--- src/rtl/led_bank_scheduler_pkg.sv ---
// Shared types and helpers for the LED bank scheduler: FSM states, LED width and
// the round-robin picker used by the arbiter.
package led_bank_scheduler_pkg;

  localparam int LED_W   = 8;
  localparam int MAX_REQ = 8;

  typedef enum logic [1:0] {
    IDLE    = 2'd0,
    OWN     = 2'd1,
    RELEASE = 2'd2
  } state_t;

  typedef struct packed {
    logic       found;
    logic [2:0] idx;
  } pick_t;

  // First set bit scanning upward from last+1, wrapping at n_req.
  function automatic pick_t rr_pick(input logic [MAX_REQ-1:0] req,
                                    input logic [2:0]         last,
                                    input int                 n_req);
    pick_t p;
    int    cand;
    p = '0;
    for (int k = 1; k <= MAX_REQ; k++) begin
      cand = (int'(last) + k) % n_req;
      if (!p.found && (k <= n_req) && req[cand[2:0]]) begin
        p.found = 1'b1;
        p.idx   = cand[2:0];
      end
    end
    return p;
  endfunction

endpackage

--- src/rtl/led_bank_scheduler_if.sv ---
// Bundle between the pattern sources and the LED bank scheduler.
// Sources sit on the master side, the scheduler on the slave side.
interface led_bank_scheduler_if #(
  parameter int N_REQ = 4
);
  import led_bank_scheduler_pkg::*;

  logic [N_REQ-1:0]       req;
  logic [LED_W*N_REQ-1:0] pat;
  logic [N_REQ-1:0]       gnt;
  logic                   busy;
  logic [LED_W-1:0]       led;

  modport master (
    output req,
    output pat,
    input  gnt,
    input  busy,
    input  led
  );

  modport slave (
    input  req,
    input  pat,
    output gnt,
    output busy,
    output led
  );

endinterface

--- src/rtl/led_bank_scheduler_prescaler.sv ---
// Free-running prescaler shared by the LED blocks: exposes the counter MSB for the
// heartbeat and a one-clock tick when the counter is all ones.
module led_prescaler #(
  parameter int PRESC_BITS = 22
) (
  input  logic clk,
  input  logic rst_n,
  output logic presc_msb,
  output logic tick
);

  logic [PRESC_BITS-1:0] presc_q;
  logic [PRESC_BITS-1:0] presc_d;

  always_comb begin
    presc_d = presc_q + PRESC_BITS'(1);
  end

  always_ff @(posedge clk or negedge rst_n) begin
    if (!rst_n) begin
      presc_q <= '0;
    end else begin
      presc_q <= presc_d;
    end
  end

  assign presc_msb = presc_q[PRESC_BITS-1];
  assign tick      = &presc_q;

endmodule

--- src/rtl/led_bank_scheduler.sv ---
// Round-robin owner of the 8-LED bank with a minimum dwell per owner; drives the
// heartbeat on LED7 when nobody asks for the bank.
//
//   state   | meaning
//   --------+-----------------------------------------------------------
//   IDLE    | no owner, LED7 shows prescaler MSB, arbitrating every clk
//   OWN     | owner = last_q, LED mirrors its pattern, dwell counts ticks
//   RELEASE | one blank clk between owners, arbitrates on current REQ
module led_bank_scheduler
  import led_bank_scheduler_pkg::*;
#(
  parameter int N_REQ       = 4,
  parameter int PRESC_BITS  = 22,
  parameter int DWELL_TICKS = 4
) (
  input  logic                 clk,
  input  logic                 rst_n,
  led_bank_scheduler_if.slave  bus
);

  localparam int LW = $clog2(N_REQ);

  logic             presc_msb;
  logic             tick;

  state_t           state_q,  state_d;
  logic [N_REQ-1:0] gnt_q,    gnt_d;
  logic             busy_q,   busy_d;
  logic [LED_W-1:0] led_q,    led_d;
  logic [7:0]       dwell_q,  dwell_d;
  logic [LW-1:0]    last_q,   last_d;

  pick_t            pick;
  logic [N_REQ-1:0] owner_mask;
  logic             owner_req;
  logic             others_req;
  logic             dwell_done;
  logic [LED_W-1:0] owner_pat;
  logic [LED_W-1:0] win_pat;

  led_prescaler #(
    .PRESC_BITS (PRESC_BITS)
  ) u_presc (
    .clk       (clk),
    .rst_n     (rst_n),
    .presc_msb (presc_msb),
    .tick      (tick)
  );

  assign pick       = rr_pick(MAX_REQ'(bus.req), 3'(last_q), N_REQ);
  assign owner_mask = N_REQ'(1) << last_q;
  assign owner_req  = |(bus.req & owner_mask);
  assign others_req = |(bus.req & ~owner_mask);
  assign dwell_done = (dwell_q == 8'(DWELL_TICKS));
  assign owner_pat  = bus.pat[int'(last_q)*LED_W +: LED_W];
  assign win_pat    = bus.pat[int'(pick.idx)*LED_W +: LED_W];

  always_comb begin
    state_d = state_q;
    gnt_d   = gnt_q;
    busy_d  = busy_q;
    led_d   = led_q;
    dwell_d = dwell_q;
    last_d  = last_q;

    unique case (state_q)
      IDLE, RELEASE: begin
        if (pick.found) begin
          state_d = OWN;
          gnt_d   = N_REQ'(1) << pick.idx;
          last_d  = LW'(pick.idx);
          dwell_d = '0;
          busy_d  = 1'b1;
          led_d   = win_pat;
        end else begin
          state_d = IDLE;
          gnt_d   = '0;
          busy_d  = 1'b0;
          led_d   = {presc_msb, {(LED_W-1){1'b0}}};
        end
      end
      OWN: begin
        // A dropped request wins over an expired dwell; both lead to RELEASE.
        if (!owner_req || (dwell_done && others_req)) begin
          state_d = RELEASE;
          gnt_d   = '0;
          busy_d  = 1'b0;
          led_d   = '0;
        end else begin
          led_d = owner_pat;
          if (tick && !dwell_done) begin
            dwell_d = dwell_q + 8'd1;
          end
        end
      end
      default: begin
        state_d = IDLE;
        gnt_d   = '0;
        busy_d  = 1'b0;
        led_d   = '0;
      end
    endcase
  end

  always_ff @(posedge clk or negedge rst_n) begin
    if (!rst_n) begin
      state_q <= IDLE;
      gnt_q   <= '0;
      busy_q  <= 1'b0;
      led_q   <= '0;
      dwell_q <= '0;
      last_q  <= LW'(N_REQ - 1);
    end else begin
      state_q <= state_d;
      gnt_q   <= gnt_d;
      busy_q  <= busy_d;
      led_q   <= led_d;
      dwell_q <= dwell_d;
      last_q  <= last_d;
    end
  end

  assign bus.gnt  = gnt_q;
  assign bus.busy = busy_q;
  assign bus.led  = led_q;

endmodule

--- src/flat_wrapper.sv ---
// flat-port wrapper written by rule: the top's interface ports become plain ports
module led_bank_scheduler_flat import led_bank_scheduler_pkg::*;
#(
  parameter int N_REQ       = 4,
  parameter int PRESC_BITS  = 22,
  parameter int DWELL_TICKS = 4
)
  (clk, rst_n, bus_req, bus_pat, bus_gnt, bus_busy, bus_led);
  led_bank_scheduler_if #(.N_REQ(N_REQ)) bus_i ();
  input  logic clk;
  input  logic rst_n;
  input wire logic [$bits(bus_i.req)-1:0] bus_req;
  input wire logic [$bits(bus_i.pat)-1:0] bus_pat;
  output wire logic [$bits(bus_i.gnt)-1:0] bus_gnt;
  output wire logic [$bits(bus_i.busy)-1:0] bus_busy;
  output wire logic [$bits(bus_i.led)-1:0] bus_led;
  assign bus_i.req = bus_req;
  assign bus_i.pat = bus_pat;
  assign bus_gnt = bus_i.gnt;
  assign bus_busy = bus_i.busy;
  assign bus_led = bus_i.led;
  led_bank_scheduler #(.N_REQ(N_REQ), .PRESC_BITS(PRESC_BITS), .DWELL_TICKS(DWELL_TICKS)) u_core (.clk(clk), .rst_n(rst_n), .bus(bus_i));
endmodule
--- config.mk ---
export PLATFORM = sky130hd
export DESIGN_NAME = led_bank_scheduler_flat
export DESIGN_NICKNAME = d
export VERILOG_FILES = /design/src/rtl/led_bank_scheduler_pkg.sv /design/src/rtl/led_bank_scheduler_if.sv /design/src/rtl/led_bank_scheduler_prescaler.sv /design/src/rtl/led_bank_scheduler.sv /design/src/flat_wrapper.sv
export SDC_FILE = /design/constraint.sdc
export NUM_CORES = 1
export LEC_CHECK = 0
export ABC_AREA = 1
export CAP_MARGIN = 20
export CORE_AREA = 2 2 83 85
export DETAILED_ROUTE_END_ITERATION = 16
export DIE_AREA = 0 0 85 87
export DONT_BUFFER_PORTS = 1
export GPL_ROUTABILITY_DRIVEN = 1
export HOLD_SLACK_MARGIN = 0.02
export SLEW_MARGIN = 25
export SYNTH_ARGS = -nofsm -noshare
export SYNTH_HDL_FRONTEND = slang
export SYNTH_SLANG_ARGS = --single-unit
--- constraint.sdc ---
create_clock -name clk -period 3 [get_ports clk]
set_clock_uncertainty 0.2 [all_clocks]
set_input_delay 0.45 -clock clk [delete_from_list [all_inputs] [get_ports clk]]
set_output_delay 0.45 -clock clk [all_outputs]
set_load 0.01 [all_outputs]
==> key figures, run 1 <==
Status
  – Outcome: finished, final reports clean

Min path
  – Worst Hold Class: in2reg
  – HP Start: bus_pat[29]
  – Hold Path Depth: 4
  – Worst-case hold path end point: u_core.bus.led[5]

Yosys
  – Avg Inst Size Synth: 7.64 um2
  – Share of synthesized flip-flops with an asynchronous set or reset: 100%
  – Post-synthesis simple-gate area fraction: between 30% and 40%
  – Register bit count reported by yosys: 47
  – Register area share after synthesis: 36.9%
  – Synth Area in Compound Gates: just under 8%
  – Yosys warnings: 0
  – Synthesized Nets: between 400 and 500
  – Biggest area consumer among synthesized cells: dfrtp_1
  – Synthesized instance count: around 420
  – Largest family of logic cells by synthesized area: simple AND/OR/NAND/NOR gates
  – Netlist cell types: 36
  – EDFF count, synth: 0
  – XOR/XNOR Fraction of Synth Area: under 10%
  – Mapped Area: 0.00319 mm2
  – Mux share of post-synthesis cell area: 0%
  – Post-Synth Adder-Cell Area: 2.74%
  – Main synth FF type: dfrtp_1
  – Synth top area cells: dfrtp_1 (35%), nand2_1 (14%), nand3_1 (6.3%)
  – Post-synth top area share: about a third

CTS
  – H-tree level count: 2
  – Post-CTS sizing: 0
  – Hold-fix buffers, CTS: 2
  – CTS Sinks: 47
  – Root buffer cell: clkbuf_8
  – TritonCTS Buffers: 5
  – Max clock buf depth: 2
  – Clock-pin transition on the worst setup and hold timing paths: approximately 0.10 ns
  – Buffers inserted by post-CTS timing repair: 0
  – Clk_lat worst skew: about 0.30 ns
  – CTS tree: built

Cells and area
  – Fill cell count: 664
  – Share of the core filled with cells: 51.6%
  – Most frequent cells in the layout: nand2_1 (117), dfrtp_1 (45), inv_1 (44), nand3_1 (40), nor2_1 (24)
  – Share of cells above drive strength 1: between 10% and 20%
  – Area of the multi-input gates: 0.00176 mm2
  – ANT cells: 0
  – Sequential cell area: about 0.0012 mm2
  – Commonest non-fill, non-tap cell in the layout: nand2_1
  – Final #Nets: ~470
  – P&R area growth vs syn: 6.27%

Die
  – DIE AREA: between 0.007 and 0.008 mm2
  – IO Pins: a little over 50
  – CORE AREA: 0.00657 mm2
  – Starting Density: 48.6%
  – Cell Rows: 30
  – Die Wd: 85 um
  – Vert. Die Dim: ~87 um

Setup path
  – WP data required: roughly 3 ns
  – Max FO, Critical Path: 17
  – Reg2reg setup slack: 0.44 ns
  – Cells on worst reg2reg path: 13
  – Startpoint types: flop
  – Crit Path Class: reg2reg
  – WP data arrival: 2.54 ns
  – Crit. End Element: flop
  – Reg2Reg Capture Point: u_core.bus.led[3]
  – Reg-to-Reg Start: u_core.last_q[0]

Drt
  – DR WL/cell: 14.3 um
  – Starting DRC count in detailed routing: 127
  – ANT nets after route: 0
  – Via count: around 2700
  – DRT Wirelength: between 7 and 8 mm
  – Residual DRC: 0
  – DRT Pass-1 Iters: 5
  – Vias per inst: between 5 and 6

Timing
  – RSZ-0062 raised after global routing: false
  – Hold WS: ~0.15 ns
  – Slew @ Worst Pin: between 0.4 and 0.5 ns
  – Min Tclk post-route: between 2 and 3 ns
  – Worst rel slew slack: ~72%
  – Setup TNS: 0 ns
  – Setup violators final: 0
  – Final hold violations: 0
  – Final period utilization: between 80% and 90%
  – Fmax: approximately 0.39 GHz
  – Final Max Tran Viols: 0

Placed design
  – Post-DP HPWL: between 5 and 6 mm
  – Gpl congestion: ~0.9
  – Port Buf Inserts: 0

Power and ir drop
  – PwrDens: between 1000 and 1500 mW/mm2
  – Lkg Pwr: about 1.7 nW
  – Total chip power: ~0.0035 W
  – Max rail drop VDD: ~0.85 mV

Global routing
  – GR Overflow Total: 0
  – Pin count of the biggest net entering global routing: 48
  – First-pass GRT wire length: around 12 mm
  – Initial antenna violation count: 0
  – GRT Util Overall: approximately 21%
  – Vias in the first global route: ~2600

Run
  – Max Cap Viol: 0
[cells by family after synthesis]
kind of cell    count (synthesis)
simple gates                  236
flops                          47
compound gates                 44
xor+xnor                       26
fa+ha+maj                       7
buf+inv                        58
[how the worst max path moves through the flow]
stage | start | endpoint
finish | u_core.last_q[0] | u_core.bus.led[3]
global route | u_core.last_q[0] | u_core.bus.led[3]
CTS | u_core.last_q[0] | u_core.bus.led[3]
detailed placement | u_core.last_q[0] | u_core.bus.led[3]
global placement | u_core.last_q[0] | u_core.bus.led[3]
floorplan | u_core.last_q[1] | u_core.bus.led[4]
[cells in the mapped netlist, types with 2 or more instances]
cell type  count
nor2_4         7
dfstp_2        2
o21ai_0       18
nand2_2       12
nand2_1      117
o22ai_1        3
nor3_2         2
nand3_1       40
ha_1           7
xnor2_1        7
o21ai_1        5
nor3_1         2
inv_1         44
nand3_2        3
dfrtp_1       45
inv_2          3
nand3b_1       9
a21oi_1       12
nor2_1        24
o31ai_1        2
buf_6          4
nand4_1        8
clkbuf_1       5
xor2_1        19
nand2_4        7
[worst max-delay path: stages, from the launching register on]
cell and delay (ns):
dfstp_2 0.58, inv_6 0.08, ha_1 0.34, inv_1 0.09, nand3_1 0.13, nand2_2 0.10
nor2_4 0.15, nand3b_4 0.14, nand2_2 0.17, inv_1 0.18, o21ai_1 0.11, inv_1 0.05
nand2_1 0.05, nand2_1 0.05
[metrics by stage]
| step | setup slack, ns | cell area [um2] | std cells |
|---|---|---|---|
| after floorplan | 0.347 | 3190 | 418 |
| after global placement | 0.515 | 3250 | 492 |
| after detailed placement | 0.451 | 3250 | 492 |
| after CTS | 0.425 | 3390 | 502 |
| after global routing | 0.199 | 3390 | 502 |
| final | 0.442 | 3390 | 502 |
[layer usage]
layer	share of wire (%)	global-route usage, %	vias up
met5	0	0	-
met4	1.4	5.05	0
met3	5.0	5.02	8
met2	48	34.8	52
met1	46	26.9	1257
li1	-	-	1340
[layout make-up]
cell class / instances / share of cell area (%)
Inverter: 48 / 5.46
Clock inverter: 1 / 0.221
Multi-Input combinational cell: 313 / 51.8
Tap cell: 80 / 2.95
Clock buffer: 7 / 2.84
Timing Repair Buffer: 6 / 1.99
Sequential cell: 47 / 34.7
[sequential cells by signal, summed over array words and instances, names as in the netlist]
register / count
u_core.bus.busy: 1
u_core.u_presc.presc_q: 22
u_core.bus.led: 8
u_core.last_q: 2
u_core.state_q: 2
u_core.dwell_q: 8
u_core.bus.gnt: 4
[report_power, final]
group          switching, W  leakage, nW  internal [W]
Combinational       0.00153         1.06      0.000698
Clock              0.000223       0.0505      0.000210
Sequential         0.000115        0.615      0.000768
No activity file was read; power rests on OpenSTA's default activity.
==> inputs of run 2 (changes only) <==
Settings changed: ABC_AREA 1 to not set, CORE_AREA 2 2 83 85 to 2 2 79 81, DIE_AREA 0 0 85 87 to 0 0 81 83.
==> key figures, run 2 <==
Global routing
  – GRT Util Overall: 19.1% (-1.6 points)
  – GR Overflow Total: 0 (unchanged)
  – Vias in the first global route: 2047 (-21%)
  – Initial antenna violation count: 0 (unchanged)
  – Pin count of the biggest net entering global routing: 48 (unchanged)
  – First-pass GRT wire length: 10.3 mm (-16%)

Timing
  – Final hold violations: 0 (unchanged)
  – Min Tclk post-route: 2.84 ns (+0.285 ns)
  – Hold WS: 0.122 ns (-0.0318 ns)
  – Fmax: 0.352 GHz (-10%)
  – Worst rel slew slack: 44.7% (-27 points)
  – Final period utilization: 94.8% (+9.5 points)
  – Setup slack after layout: 0.157 ns (-0.285 ns)
  – Slew @ Worst Pin: 0.827 ns (+0.410 ns)
  – Setup TNS: 0 ns (unchanged)
  – Setup violators final: 0 (unchanged)
  – RSZ-0062 raised after global routing: false
  – Final Max Tran Viols: 0 (unchanged)

Setup path
  – Buf+Inv Stages, Crit Path: 1 (-3)
  – CP max stage delay: 0.56 ns (-0.02 ns)
  – Crit Path Class: reg2reg
  – Slowest stage cell on the critical path: dfstp_2
  – WP data arrival: 2.82 ns (+0.28 ns)
  – Cell Chain, Critical Path: inv_1 -> ha_4 -> mux4_2 -> o21bai_1 -> a21o_1 -> o21a_2 -> mux2_4 -> a211o_1
  – Startpoint types: flop
  – Max FO, Critical Path: 5 (-12)
  – WP data required: 2.98 ns (about the same)
  – Crit. End Element: flop
  – CP delay by family, top: multiplexers

Power and ir drop
  – Total chip power: 0.00256 W (-28%)
  – Lkg Pwr: 1.36 nW (-21%)
  – PwrDens: 834 mW/mm2 (-20%)
  – Max rail drop VDD: 0.500 mV (-41%)

Run
  – Max Cap Viol: 0 (unchanged)

CTS
  – Clk_lat worst skew: 0.30 ns (about the same)
  – TritonCTS Buffers: 5 (unchanged)
  – Max clock buf depth: 2 (unchanged)
  – CTS Sinks: 47 (unchanged)
  – Clock-pin transition on the worst setup and hold timing paths: 0.09 ns (about the same)
  – Buffers inserted by post-CTS timing repair: 0 (unchanged)
  – H-tree level count: 2 (unchanged)
  – CTS tree: built
  – Root buffer cell: clkbuf_8

Drt
  – DRT Pass-1 Iters: 4 (-1)
  – Residual DRC: 0 (unchanged)
  – DR WL/cell: 16.7 um (+17%)
  – Via count: 2099 (-21%)
  – Starting DRC count in detailed routing: 143 (+13%)
  – DRT Wirelength: 5.90 mm (-18%)
  – ANT nets after route: 0 (unchanged)
  – Vias per inst: 5.93 (+12%)

Placed design
  – Post-DP HPWL: 4.28 mm (-19%)
  – Port Buf Inserts: 0 (unchanged)
  – Gpl congestion: 0.785 (-13%)
  – Placed insts: 344 (-30%)
  – Place WS: 0.102 ns (-0.348 ns)

Yosys
  – Mapped Area: 0.00284 mm2 (-11%)
  – Yosys warnings: 0 (unchanged)
  – Synthesized instance count: 274 (-34%)
  – Post-synth top area share: 39.6% (+4.4 points)
  – EDFF count, synth: 0 (unchanged)
  – Netlist cell types: 56 (+56%)
  – Synth top area cells: dfrtp_1 (40%), mux4_2 (7.9%), mux2i_1 (4.2%)
  – Synthesized Nets: 319 (-31%)
  – Avg Inst Size Synth: 10.4 um2 (+36%)
  – Main synth FF type: dfrtp_1
  – Top cells by count, synth: dfrtp_1 (45), nand2_1 (18), inv_1 (17)
  – Register area share after synthesis: 41.5% (+4.6 points)
  – Biggest area consumer among synthesized cells: dfrtp_1
  – Register bit count reported by yosys: 47 (unchanged)
  – Share of synthesized flip-flops with an asynchronous set or reset: 100% (unchanged)
  – Most common cell in the netlist: dfrtp_1

Die
  – Die Wd: 81 um (-4.7%)
  – Vert. Die Dim: 83 um (-4.6%)
  – IO Pins: 51 (unchanged)
  – Cell Rows: 28 (-6.7%)
  – DIE AREA: 0.00672 mm2 (-9.1%)
  – Starting Density: 48.8% (+0.25 points)
  – CORE AREA: 0.00582 mm2 (-11%)

Status
  – Outcome: finished, final reports clean

Cells and area
  – Final non-filler cell total: 354 (-29%)
  – Largest Register: u_core.u_presc.presc_q
  – Max FFs per register: 22 (unchanged)
  – Commonest non-fill, non-tap cell in the layout: dfrtp_1
  – Most frequent cells in the layout: dfrtp_1 (45), nand2_1 (18), inv_1 (17), o21ai_1 (13)
  – ANT cells: 0 (unchanged)
  – P&R area growth vs syn: 8.15%
  – Final #Nets: 323 (-31%)
  – Share of cells above drive strength 1: 15.4% (+2.1 points)

Min path
  – Worst Hold Class: in2reg
==> run 2: cell count changes after synthesis, sizes merged, moves of 12 or more <==
cell and delta:
nand2 -118, inv -30, mux2i +12, nand3 -30, nor2 -20
==> run 2: cells by family after synthesis <==
| family | Yosys count | share of synthesized area, % |
|---|---|---|
| AO/OA/AOI/OAI | 57 | 13.8 |
| XOR/XNOR | 20 | 6.17 |
| adder cells (fa/ha/maj) | 7 | 3.08 |
| buffers and inverters | 33 | 4.98 |
| flip-flops | 47 | 41.5 |
| multiplexers | 26 | 14.0 |
| AND/OR/NAND/NOR | 84 | 16.5 |
==> run 2: metal layers <==
metal | track usage (%) | part of all wire, % | vias to the layer above
li1 | - | - | 1013
met1 | 28.5 | 46 | 1025
met2 | 28.8 | 48 | 57
met3 | 4.35 | 5.0 | 4
met4 | 3.70 | 0.78 | 0
met5 | 0 | 0 | -
==> run 2: power breakdown <==
| group | internal, W | total (W) | leakage [nW] | switching [W] |
|---|---|---|---|---|
| sequential | 0.000743 | 0.000826 | 0.618 | 0.0000829 |
| clock | 0.000163 | 0.000372 | 0.0412 | 0.000209 |
| combinational | 0.000626 | 0.00136 | 0.696 | 0.000737 |
| total | 0.00153 | 0.00256 | 1.36 | 0.00103 |
==> run 2: worst register-to-register path: cells and delay by family, from the launching register on <==
family                     cells  cell delay (ns)
muxes                          2             0.79
AOI/OAI and AO/OA              4             0.76
DFF                            1             0.56
adders and majority gates      1             0.31
buffers and inverters          1             0.11
==> run 2: final timing paths <==
kind | depth (start not counted) | from | to | slack, ns
setup / recovery | 8 | u_core.last_q[0] | u_core.bus.led[2] | 0.16
hold / removal | 2 | bus_pat[17] | u_core.bus.led[1] | 0.12
setup reg to reg | 8 | u_core.last_q[0] | u_core.bus.led[2] | 0.16
hold reg to reg | 1 | u_core.u_presc.presc_q[9] | u_core.u_presc.presc_q[9] | 0.28
max in group asynchronous | 2 | rst_n | u_core.last_q[0] | 1.88
min in group asynchronous | 2 | rst_n | u_core.dwell_q[6] | 0.44
==> run 2: area by class of cell <==
| type | instances | area (um2) |
|---|---|---|
| tap | 75 | 93.8 |
| inverter | 19 | 71.3 |
| multi-input combinational | 194 | 1530 |
| fill | 539 | 2740 |
| sequential | 47 | 1180 |
| clock buffer | 6 | 72.6 |
| clock inverter | 2 | 12.5 |
| timing repair buffer | 11 | 109 |
==> run 2: per-stage QoR <==
| step | cell area [um2] | utilization, % |
|---|---|---|
| floorplan | 2860 | - |
| global placement | 2940 | 50.6 |
| detailed placement | 2940 | 50.6 |
| CTS | 3070 | 52.7 |
| global route | 3070 | 52.8 |
| finish | 3070 | 52.8 |
==> run 2: what timing repair did <==
action                                  in CTS  in global routing
hold buffers                                 2                  0
endpoints found under the setup margin       0                  8
gates resized for setup                      0                  2
hold endpoints to repair                    47                  0
==> inputs of run 3 (changes only) <==
Settings changed: SETUP_SLACK_MARGIN set to 0.3, SLEW_MARGIN 25 to 20.
==> key figures, run 3 (synthesized netlist as in run 2, its figures left out) <==
Timing
  – Setup TNS: 0 ns (unchanged)
  – Min Tclk post-route: 2.71 ns (-0.133 ns)
  – RSZ-0062 raised after global routing: true
  – Setup violators final: 0 (unchanged)
  – Final Max Tran Viols: 0 (unchanged)
  – Worst rel slew slack: 40.2% (-4.5 points)
  – Final hold violations: 0 (unchanged)
  – Slew @ Worst Pin: 0.894 ns (+0.0676 ns)
  – Final period utilization: 90.3% (-4.4 points)
  – Setup slack after layout: 0.290 ns (+0.133 ns)
  – Fmax: 0.369 GHz (+4.9%)

Cells and area
  – ANT cells: 0 (unchanged)
  – P&R area growth vs syn: 10.7%
  – Largest Register: u_core.u_presc.presc_q
  – Commonest non-fill, non-tap cell in the layout: dfrtp_1
  – Final non-filler cell total: 362 (+2.3%)
  – Max FFs per register: 22 (unchanged)
  – Most frequent cells in the layout: dfrtp_1 (45), nand2_1 (18), buf_4 (16), inv_1 (15), o21ai_1 (13)
  – Fin area: 0.00315 mm2 (+2.4%)
  – Share of cells above drive strength 1: 17.8% (+2.4 points)
  – Final #Nets: 331 (+2.5%)

Status
  – Outcome: finished, final reports clean

Setup path
  – Startpoint types: flop
  – Reg-to-Reg Start: u_core.last_q[1]
  – WP data arrival: 2.69 ns (-0.13 ns)
  – Crit path launch: u_core.last_q[1]
  – WP data required: 2.98 ns (about the same)
  – Max FO, Critical Path: 5 (unchanged)
  – Cells on worst reg2reg path: 8 (unchanged)
  – Crit Path Class: reg2reg
  – Crit. End Element: flop
  – Cell Chain, Critical Path: inv_4 -> ha_4 -> mux4_2 -> o21bai_1 -> a21o_1 -> o21a_4 -> mux2_4 -> a211o_1
  – CP max stage delay: 0.56 ns (about the same)
  – Slowest stage cell on the critical path: dfstp_2

Power and ir drop
  – Internal: 0.00162 W (+5.6%)
  – Sw power: 0.00106 W (+2.7%)
  – Clock power frac: 13.7% (-0.8 points)
  – Gate power share: 55.0% (+1.8 points)
  – Max rail drop VDD: 0.506 mV (+1.2%)
  – Sw Share: 39.5% (-0.67 points)
  – PwrDens: 850 mW/mm2 (+2.0%)
  – Sequential Power Share: 31.3% (-1.0 points)
  – Lkg Pwr: 1.39 nW (+2.7%)

Placed design
  – Place WS: 0.151 ns (+0.0489 ns)
  – Port Buf Inserts: 0 (unchanged)
  – Post-DP HPWL: 4.29 mm (+0.39%)
  – DP Area: 0.00295 mm2 (about the same)
  – Placed insts: 344 (unchanged)
  – Gpl congestion: 0.812 (+3.4%)

CTS
  – CTS tree: built
  – Root buffer cell: clkbuf_8
  – Clock-pin transition on the worst setup and hold timing paths: 0.08 ns (about the same)
  – CTS Sinks: 47 (unchanged)
  – TritonCTS Buffers: 5 (unchanged)
  – Max clock buf depth: 2 (unchanged)
  – H-tree level count: 2 (unchanged)
  – Clk_lat worst skew: 0.30 ns (about the same)

Global routing
  – Vias in the first global route: 2119 (+3.5%)
  – GRT Util Overall: 19.6% (+0.46 points)
  – GR Overflow Total: 0 (unchanged)
  – Pin count of the biggest net entering global routing: 48 (unchanged)
  – First-pass GRT wire length: 10.3 mm (+0.74%)
  – Initial antenna violation count: 0 (unchanged)

Die
  – Die Wd: 81 um (unchanged)
  – IO Pins: 51 (unchanged)
  – CORE AREA: 0.00582 mm2 (unchanged)
  – Cell Rows: 28 (unchanged)
  – Vert. Die Dim: 83 um (unchanged)
  – DIE AREA: 0.00672 mm2 (unchanged)
  – Starting Density: 48.8% (unchanged)

Drt
  – ANT nets after route: 0 (unchanged)
  – Residual DRC: 0 (unchanged)
  – Starting DRC count in detailed routing: 109 (-24%)
  – DRT Pass-1 Iters: 4 (unchanged)
  – Via count: 2143 (+2.1%)
  – Vias per inst: 5.92 (-0.16%)
  – DRT Wirelength: 6.11 mm (+3.5%)
  – DR WL/cell: 16.9 um (+1.2%)

Min path
  – HP Start: bus_pat[19]
  – Worst Hold Class: in2reg
  – Hold Path Depth: 2 (unchanged)

Run
  – Max Cap Viol: 0 (unchanged)
[run 3: cell count changes in the layout (fill, tap and decap cells not counted)]
cell / before / now
clkinvlp_4: 1 / 0
inv_1: 17 / 15
a21oi_2: 1 / 0
clkinv_2: 1 / 0
inv_4: 0 / 2
o21a_2: 1 / 0
a21oi_4: 0 / 1
buf_4: 8 / 16
clkbuf_1: 1 / 3
o21a_4: 0 / 1
[run 3: layer usage]
layer,track usage (%),wire [um]
met4,6.16,91
met2,29.5,2950
met3,5.98,301
met5,0,0
met1,27.0,2760
[run 3: power by group through the flow]
stage,clock (W),combinational (W),sequential (W)
5_1_grt,0.000412,0.00160,0.000846
6_report,0.000367,0.00147,0.000836
2_1_floorplan,0,0.00107,0.000832
3_5_place_dp,0,0.00134,0.000845
3_3_place_gp,0,0.00131,0.000848
4_1_cts,0.000385,0.00143,0.000835
[run 3: cell type report]
class | count | area (um2)
fillers | 547 | 2670
multi-input cells | 194 | 1550
flip-flops and latches | 47 | 1180
repair buffers | 19 | 169
well taps | 75 | 93.8
clock buffers | 8 | 80.1
inverters | 19 | 76.3
[run 3: metrics by stage]
stage / hold slack [ns] / total power (W) / utilization (%)
final: 0.123 / 0.00267 / 54.1
after global placement: -0.0436 / 0.00216 / 50.7
after detailed placement: -0.0438 / 0.00218 / 50.7
after floorplan: -0.0456 / 0.00191 / -
after global routing: 0.117 / 0.00286 / 54.1
after CTS: 0.115 / 0.00265 / 53.4
[run 3: critical path, delay by kind of cell, from the launching register on]
family,cells,cell delay [ns]
adder cells (fa/ha/maj),1,0.27
AO/OA/AOI/OAI,4,0.72
multiplexers,2,0.79
flip-flops,1,0.56
buffers and inverters,1,0.05
[run 3: final timing paths]
check	endpoint	slack, ns
worst max-delay path	u_core.bus.led[0]	0.29
worst min-delay path	u_core.bus.led[3]	0.12
worst max register to register	u_core.bus.led[0]	0.29
worst min register to register	u_core.u_presc.presc_q[9]	0.28
max in group asynchronous	u_core.last_q[0]	1.86
min in group asynchronous	u_core.dwell_q[6]	0.44
[run 3: what timing repair did]
action,4_1_cts,5_1_grt
resized for setup,4,1
hold buffers,2,0
endpoints found under the hold margin,47,0
pin swaps,4,3
setup endpoints to repair,8,13
buffers inserted,4,4
